===== src/rtl/q2_pkg.sv =====
// Shared definitions for the q2 serial ALU and its word-level sequencer.
package q2_pkg;

    localparam logic [1:0] Q2_OP_PASS = 2'b00;
    localparam logic [1:0] Q2_OP_NOR  = 2'b01;
    localparam logic [1:0] Q2_OP_ADD  = 2'b10;
    localparam logic [1:0] Q2_OP_SHR  = 2'b11;

    typedef enum logic [1:0] {
        Q2_IDLE = 2'd0,
        Q2_RUN  = 2'd1,
        Q2_DONE = 2'd2
    } q2_state_t;

endpackage


===== src/rtl/q2_alu.sv =====
// 1-bit combinational ALU slice: pass / NOR / full-add / shift-right with a
// running flag that is a carry for add and a zero-detect for pass and NOR.
module q2_alu
    import q2_pkg::*;
(
    input  logic a0,
    input  logic x0,
    input  logic x1,
    input  logic f,
    input  logic o0,
    input  logic o1,
    output logic alu_out,
    output logic alu_cout
);

    always_comb begin
        alu_out  = 1'b0;
        alu_cout = 1'b0;
        case ({o1, o0})
            Q2_OP_PASS: begin
                alu_out  = x0;
                alu_cout = f & ~x0;
            end
            Q2_OP_NOR: begin
                alu_out  = ~(a0 | x0);
                alu_cout = f & (a0 | x0);
            end
            Q2_OP_ADD: begin
                alu_out  = a0 ^ x0 ^ f;
                alu_cout = (a0 & x0) | (a0 & f) | (x0 & f);
            end
            default: begin
                // Shift right: the next-higher X bit drops into this position.
                alu_out  = x1;
                alu_cout = f;
            end
        endcase
    end

endmodule


===== src/rtl/q2_alu_seq.sv =====
// Word-level sequencer: streams a WIDTH-bit request LSB first through one
// q2_alu slice and assembles the serial result into a word plus final flag.
module q2_alu_seq
    import q2_pkg::*;
#(
    parameter int WIDTH = 16
) (
    input  logic             clk,
    input  logic             rst_n,
    input  logic             start,
    input  logic [1:0]       op,
    input  logic [WIDTH-1:0] a_in,
    input  logic [WIDTH-1:0] x_in,
    input  logic             cin,
    output logic             busy,
    output logic             done,
    output logic [WIDTH-1:0] result,
    output logic             cout
);

    localparam int CNT_W = $clog2(WIDTH);
    localparam logic [CNT_W-1:0] CNT_LAST = CNT_W'(WIDTH - 1);

    q2_state_t        state, state_nxt;
    logic [CNT_W-1:0] cnt;
    logic [1:0]       op_q;
    logic [WIDTH-1:0] a_sh, x_sh, res_sh;
    logic             cin_q, flag;
    logic             run, last, accept;
    logic             alu_a0, alu_x0, alu_x1, alu_f, alu_o0, alu_o1;
    logic             alu_out, alu_cout;

    assign run    = (state == Q2_RUN);
    assign last   = run && (cnt == CNT_LAST);
    assign accept = start && (state != Q2_RUN);
    assign busy   = run;
    assign done   = (state == Q2_DONE);

    always_ff @(posedge clk or negedge rst_n) begin
        if (!rst_n) begin
            state <= Q2_IDLE;
        end else begin
            state <= state_nxt;
        end
    end

    always_comb begin
        state_nxt = state;
        case (state)
            Q2_IDLE: if (start) state_nxt = Q2_RUN;
            Q2_RUN:  if (last)  state_nxt = Q2_DONE;
            Q2_DONE: state_nxt = start ? Q2_RUN : Q2_IDLE;
            default: state_nxt = Q2_IDLE;
        endcase
    end

    // Slice inputs are held at zero whenever no bit is being processed.
    always_comb begin
        alu_a0 = 1'b0;
        alu_x0 = 1'b0;
        alu_x1 = 1'b0;
        alu_f  = 1'b0;
        alu_o0 = 1'b0;
        alu_o1 = 1'b0;
        if (run) begin
            alu_a0 = a_sh[0];
            alu_x0 = x_sh[0];
            alu_x1 = x_sh[1];
            alu_f  = flag;
            alu_o0 = op_q[0];
            alu_o1 = op_q[1];
        end
    end

    q2_alu u_alu (
        .a0       (alu_a0),
        .x0       (alu_x0),
        .x1       (alu_x1),
        .f        (alu_f),
        .o0       (alu_o0),
        .o1       (alu_o1),
        .alu_out  (alu_out),
        .alu_cout (alu_cout)
    );

    // X refills its MSB with cin so the top bit of a shift sees cin as x1.
    always_ff @(posedge clk or negedge rst_n) begin
        if (!rst_n) begin
            cnt    <= '0;
            op_q   <= '0;
            a_sh   <= '0;
            x_sh   <= '0;
            res_sh <= '0;
            cin_q  <= 1'b0;
            flag   <= 1'b0;
            result <= '0;
            cout   <= 1'b0;
        end else if (accept) begin
            cnt    <= '0;
            op_q   <= op;
            a_sh   <= a_in;
            x_sh   <= x_in;
            res_sh <= '0;
            cin_q  <= cin;
            flag   <= cin;
        end else if (run) begin
            cnt    <= cnt + 1'b1;
            a_sh   <= {1'b0, a_sh[WIDTH-1:1]};
            x_sh   <= {cin_q, x_sh[WIDTH-1:1]};
            res_sh <= {alu_out, res_sh[WIDTH-1:1]};
            flag   <= alu_cout;
            if (last) begin
                result <= {alu_out, res_sh[WIDTH-1:1]};
                cout   <= alu_cout;
            end
        end
    end

endmodule


===== config.mk =====
export PLATFORM = sky130hd
export DESIGN_NAME = q2_alu_seq
export DESIGN_NICKNAME = d
export VERILOG_FILES = /design/src/rtl/q2_pkg.sv /design/src/rtl/q2_alu.sv /design/src/rtl/q2_alu_seq.sv
export SDC_FILE = /design/constraint.sdc
export NUM_CORES = 1
export LEC_CHECK = 0
export ABC_AREA = 1
export CORE_ASPECT_RATIO = 1.2
export CORE_MARGIN = 2
export CORE_UTILIZATION = 47
export CTS_BUF_LIST = sky130_fd_sc_hd__clkbuf_16
export CTS_CLUSTER_SIZE = 30
export DETAILED_ROUTE_END_ITERATION = 8
export PLACE_DENSITY_LB_ADDON = 0.08
export SYNTH_ARGS = -nofsm -noshare
export SYNTH_HDL_FRONTEND = slang
export SYNTH_HIERARCHICAL = 1
export SYNTH_SLANG_ARGS = --single-unit

===== constraint.sdc =====
create_clock -name clk -period 2.24 [get_ports clk]
set_clock_uncertainty 0.2 [all_clocks]
set_input_delay 0.448 -clock clk [delete_from_list [all_inputs] [get_ports clk]]
set_output_delay 0.448 -clock clk [all_outputs]
set_load 0.02 [all_outputs]

==> results_dict.tcl, run 1 <==
set metrics [dict create \
    start_kind "register" \
    yosys_warnings 6 \
    post_cts_buffers 0 \
    period_minus_slack_ns 2.000 \
    fin_cells 516 \
    grt-ovfl-total 0 \
    core_area_mm2 0.006771 \
    end_kind "register" \
    worst_skew_pair.late_latency_ns 0.32 \
    multi_input_area_mm2 0.001161 \
    grt_pass1_wl_mm 11.55 \
    syn-cell-area_mm2 0.003253 \
    fin_crit_sh_pct 89.30 \
    grt_pass1_vias 2544 \
    place.gp.congestion 0.7488 \
    die_area_mm2 0.007606 \
    crit_type "reg2reg" \
    syn2layout_area_growth_pct 27.88 \
    critical-path-top-delay-family "simple AND/OR/NAND/NOR gates" \
    wl_per_cell_um 13.22 \
    seq_area_mm2 0.001852 \
    hold_slack_ns 0.2699 \
    syn-num-nets 409 \
    fmax_ghz 0.4999 \
    initialDrtViolationCount 184 \
    synth-seq-cells 74 \
    clock_sinks 74 \
    relSlewSlack_pct 69.88 \
    layout_setup_ws_ns 0.2397 \
    avgSynthCellArea_um2 8.840 \
    rows 33 \
    dp_cells 499 \
    setup_violations 0 \
    diodes 0 \
    first_pass_iters 4 \
    cts_tree "built" \
    seq_area_frac_synth_pct 56.92 \
    crit_arrival_ns 2.01 \
    rsz0062_at_grt "false" \
    path_cells "inv_2, nand2_4, nor2_1, fa_1, nand3_1, nand4_1, nand2_1, o21ai_0" \
    nNetsFinal 465 \
    worstMarginPinSlew_ns 0.4518 \
    required_ns 2.25 \
    max_stage_delay_ns 0.46 \
    max-cap-violations 0 \
    worst-path-buf-inv 1 \
    postSynthCellCount 368 \
    clock_path_buffers 2 \
    fill_cells 660 \
    ir_drop_mv 0.6264 \
    initial_utilization_pct 48.04 \
    setup-tns-final_ns 0 \
    die_w_um 79.95 \
    ctsRootBufferMaster "clkbuf_16" \
    dp_hpwl_mm 4.591 \
    ys_top_cells_by_area "dfrtp_1, nand2_1, nand3_1, o21ai_0, inv_1" \
    drv_slew 0 \
    drive_gt1_share_pct 7.925 \
    synth_top_cell_by_area "dfrtp_1" \
    grtUsageTotal_pct 19.70 \
    cp_max_fo 15 \
    post-place-ws_ns 0.2331 \
    numPortBuffers 56 \
    die_h_um 95.14 \
    final-hold-violation-count 0 \
    vias 2660 \
    outcome "complete, no violations" \
    power_mw 5.888 \
    slowest_stage "fa_1" \
    power-per-cell-area_mw_per_mm2 1415 \
    htree_levels 3 \
    hp-class "reg2reg" \
    grt_max_degree 37 \
    pin_count 57 \
    drt-total-wl_mm 6.820 \
    antenna_found_initial 0 \
    synth_top_area_share_pct 56.92 \
    clk_pin_slew_ns 0.06 \
    drc 0 \
    p_leak_nw 1.926 \
    synth.distinct_cells 23 \
    routed_via_density 5.155 \
    cts_buffers 9 \
    antenna_left 0 \
]
## layout by cell type (no fill, tap or decap), types with 3 or more instances in the layout
cell,n
inv_2,4
nand2_1,115
nand3_1,68
o21ai_0,25
inv_1,27
nor2_1,10
o22ai_1,13
clkinvlp_4,3
dfrtp_1,74
clkdlybuf4s50_1,53
buf_4,7
clkbuf_16,9
## logic make-up (layout without fill, tap and decap cells)
logic type,after synthesis,after routing,share of synthesized area (%)
buffers and inverters,49,110,7.384
flip-flops,74,74,56.92
AO/OA/AOI/OAI,41,41,6.808
AND/OR/NAND/NOR,201,201,27.50
adder cells (fa/ha/maj),3,3,1.385
## cells in the mapped netlist
library cell	count
nand3_1	68
nand3_2	1
inv_2	4
nand3_4	1
clkbuf_1	4
nand2_2	1
buf_2	5
nand2_1	115
clkbuf_2	1
buf_6	4
o21ai_1	1
nor2_4	2
fa_1	1
inv_1	26
nand2_4	2
o21ai_0	25
ha_1	2
nor2_1	10
nand4_1	1
a21oi_1	2
o22ai_1	13
dfrtp_1	74
buf_4	5
## power by group
group	switching, mW	total, mW	internal [mW]
combinational	1.35	2.23	0.878
sequential	0.323	2.27	1.94
clock	0.531	1.39	0.859
total	2.21	5.89	3.68
## tightest hold or removal path: stages (launching register included)
cell,delay (ns)
dfrtp_1,0.34
nand2_1,0.05
nand2_1,0.05
## flip-flops by register name, summed over array words and instances, names as in the netlist
name,flops
cnt,4
cout,1
op_q,2
x_sh,16
a_sh,16
state,2
result,16
cin_q,1
res_sh,15
flag,1
## final timing paths
check                               start         end  slack, ns  cells after the start
worst max-delay path             state[1]  res_sh[15]       0.24                      8
worst min-delay path            res_sh[9]   result[8]       0.27                      2
min in group asynchronous           rst_n  result[12]       0.41                      2
max in group asynchronous           rst_n    x_sh[14]       0.87                      3
worst max register to register   state[1]  res_sh[15]       0.24                      8
worst min register to register  res_sh[9]   result[8]       0.27                      2
## through the flow
stage / util [%] / instance area [µm²]
floorplan: - / 3253
global placement: 56.97 / 3857
detailed placement: 56.97 / 3857
CTS: 61.44 / 4160
global route: 61.44 / 4160
finish: 61.44 / 4160
## layer usage
metal / track usage (%) / part of all wire (%) / vias up
met5: 0 / 0 / -
met2: 33.33 / 50 / 65
met1: 24.36 / 45 / 1278
met3: 4.451 / 3.6 / 6
li1: - / - / 1311
met4: 8.051 / 1.0 / 0
## timing repair
action	4_1_cts	5_1_grt
gates resized for setup	2	0
hold endpoints to repair	30	0
hold buffers	1	0
endpoints found under the setup margin	2	0
## layout make-up
type	instances	share of cell area (%)
Clock buffer	9	5.414
Clock inverter	7	1.684
Inverter	30	2.707
Multi-Input combinational cell	245	27.91
Sequential cell	74	44.51
Tap cell	87	2.617
Timing Repair Buffer	64	15.16
Power figures use the tool's default switching activity.
==> run 2: changes to the inputs <==
==> constraint.sdc (replaced) <==
create_clock -name clk -period 1.74 [get_ports clk]
set_clock_uncertainty 0.2 [all_clocks]
set_input_delay 0.348 -clock clk [delete_from_list [all_inputs] [get_ports clk]]
set_output_delay 0.348 -clock clk [all_outputs]
set_load 0.02 [all_outputs]
==> run 2 against run 1 <==
Effect of this change:
- via count rose by 0.26%
- die area did not move
- flip-flop and latch count did not move
- fmax rose by 15%
- sequential share of layout area fell by 2.0 points
- non-clock buffer count rose by 14
- core utilization rose by 2.9 points
==> results_dict.tcl, run 2 (synthesized netlist as in run 1, its figures left out) <==
set metrics [dict create \
    outcome "complete, no violations" \
    reg_top3 "a_sh: 16 flops, result: 16 flops, x_sh: 16 flops" \
    slowest_stage "fa_1" \
    pin_count 57 \
    end_kind "register" \
    layout_common_cells "nand2_1, dfrtp_1, nand3_1, clkdlybuf4s50_1, inv_1" \
    initial_utilization_pct 48.04 \
    grt_max_degree 37 \
    setup_violations 0 \
    drc 0 \
    numPortBuffers 56 \
    clock_path_buffers 2 \
    antenna_found_initial 0 \
    die_area_mm2 0.007606 \
    cts_buffers 9 \
    post-route-util_pct 64.34 \
    rrSetupSlack_ns 0.003 \
    clock_sinks 74 \
    syn2layout_area_growth_pct 33.92 \
    rsz0062_at_grt "true" \
    endpoint "res_sh[15]" \
    drive_gt1_share_pct 13.77 \
    grt-ovfl-total 0 \
    setup-tns-final_ns 0 \
    diodes 0 \
    dp_hpwl_mm 4.788 \
    first_pass_iters 4 \
    antenna_left 0 \
    grt_pass1_vias 2539 \
    drt-total-wl_mm 6.973 \
    final-hold-violation-count 0 \
    r2r_start "state[1]" \
    r2r_cells 8 \
    htree_levels 3 \
    layout_setup_ws_ns 0.003206 \
    die_w_um 79.95 \
    drv_slew 0 \
    crit_arrival_ns 1.75 \
    p_leak_nw 2.050 \
    fin_crit_sh_pct 99.82 \
    period_minus_slack_ns 1.737 \
    core_area_mm2 0.006771 \
    grtUsageTotal_pct 20.11 \
    ctsRootBufferMaster "clkbuf_16" \
    crit_type "reg2reg" \
    place.gp.congestion 0.8101 \
    dr_wl_met2_mm 3.331 \
    hold_slack_ns 0.2651 \
    fmax_ghz 0.5758 \
    worstMarginPinSlew_ns 0.3784 \
    routed.top_layer "met4" \
    power-per-cell-area_mw_per_mm2 1791 \
    post-place-ws_ns -0.06353 \
    nNetsFinal 479 \
    rows 33 \
    final_common_cell "nand2_1" \
    clk_pin_slew_ns 0.06 \
    path_cells "inv_2, nand2_4, nor2_4, fa_1, nand3_1, nand4_1, nand2_1, o21ai_1" \
    ir_drop_mv 0.7629 \
    initialDrtViolationCount 162 \
    cp_max_fo 6 \
    hp-class "reg2reg" \
    cts_tree "built" \
    wl_per_cell_um 13.16 \
    routed_via_density 5.032 \
    crit_path_start "state[1]" \
    start_kind "register" \
    grt_pass1_wl_mm 11.78 \
    dr_wl_met3_um 256 \
    die_h_um 95.14 \
    worst_skew_pair.late_latency_ns 0.33 \
    worstReg2RegEnd "res_sh[15]" \
    max_stage_delay_ns 0.42 \
    max-cap-violations 0 \
    required_ns 1.75 \
    vias 2667 \
    drt-met1-wl_mm 3.233 \
    relSlewSlack_pct 74.77 \
]
## run 2: cell type report
cell class,count,area [µm²]
multi-input cells,245,1216
inverters,30,112.6
repair buffers,78,770.7
fillers,619,2415
clock inverters,7,70.07
clock buffers,9,225.2
well taps,87,108.9
flip-flops and latches,74,1853
## run 2: what timing repair did
item	4_1_cts	5_1_grt
pin swaps	1	10
hold buffers	1	0
endpoints found under the hold margin	23	0
endpoints found under the setup margin	27	59
gates cloned	0	0
buffers inserted	1	2
resized for setup	28	14
## run 2: worst min-delay path by stage
stage,slack [ns],from,end,cells past startpoint
after global routing,0.29,res_sh[2],result[1],2
after detailed placement,0.09,rst_n,result[11],1
after global placement,0.09,rst_n,result[11],1
final,0.27,res_sh[10],result[9],2
after CTS,0.27,res_sh[10],result[9],2
after floorplan,-0.15,rst_n,a_sh[0],0
## run 2: stage by stage
stage          instances  power, mW  cell area [µm²]
2_1_floorplan        368      4.961             3269
3_3_place_gp         510      5.968             3990
3_5_place_dp         510      6.061             3990
4_1_cts              528      7.760             4283
5_1_grt              530      8.383             4357
6_report             530      7.801             4357
## run 2: power breakdown
part / switching, mW / internal [mW] / total, mW
Sequential: 0.402 / 2.50 / 2.91
Clock: 0.699 / 1.11 / 1.81
Combinational: 1.87 / 1.22 / 3.09
Total: 2.97 / 4.83 / 7.80
## run 2: worst max-delay path: cells and delay by family, from the launching register on
kind	cells	cell delay (ns)
adders and majority gates	1	0.42
DFF	1	0.39
and+or+nand+nor	5	0.48
buffers and inverters	1	0.09
AOI/OAI and AO/OA	1	0.05
## run 2: routing by layer
metal  up-vias  GRT usage [%]
li1       1343              -
met1      1254          26.87
met2        59          32.50
met3        11          2.841
met4         0          9.322
met5         -              0
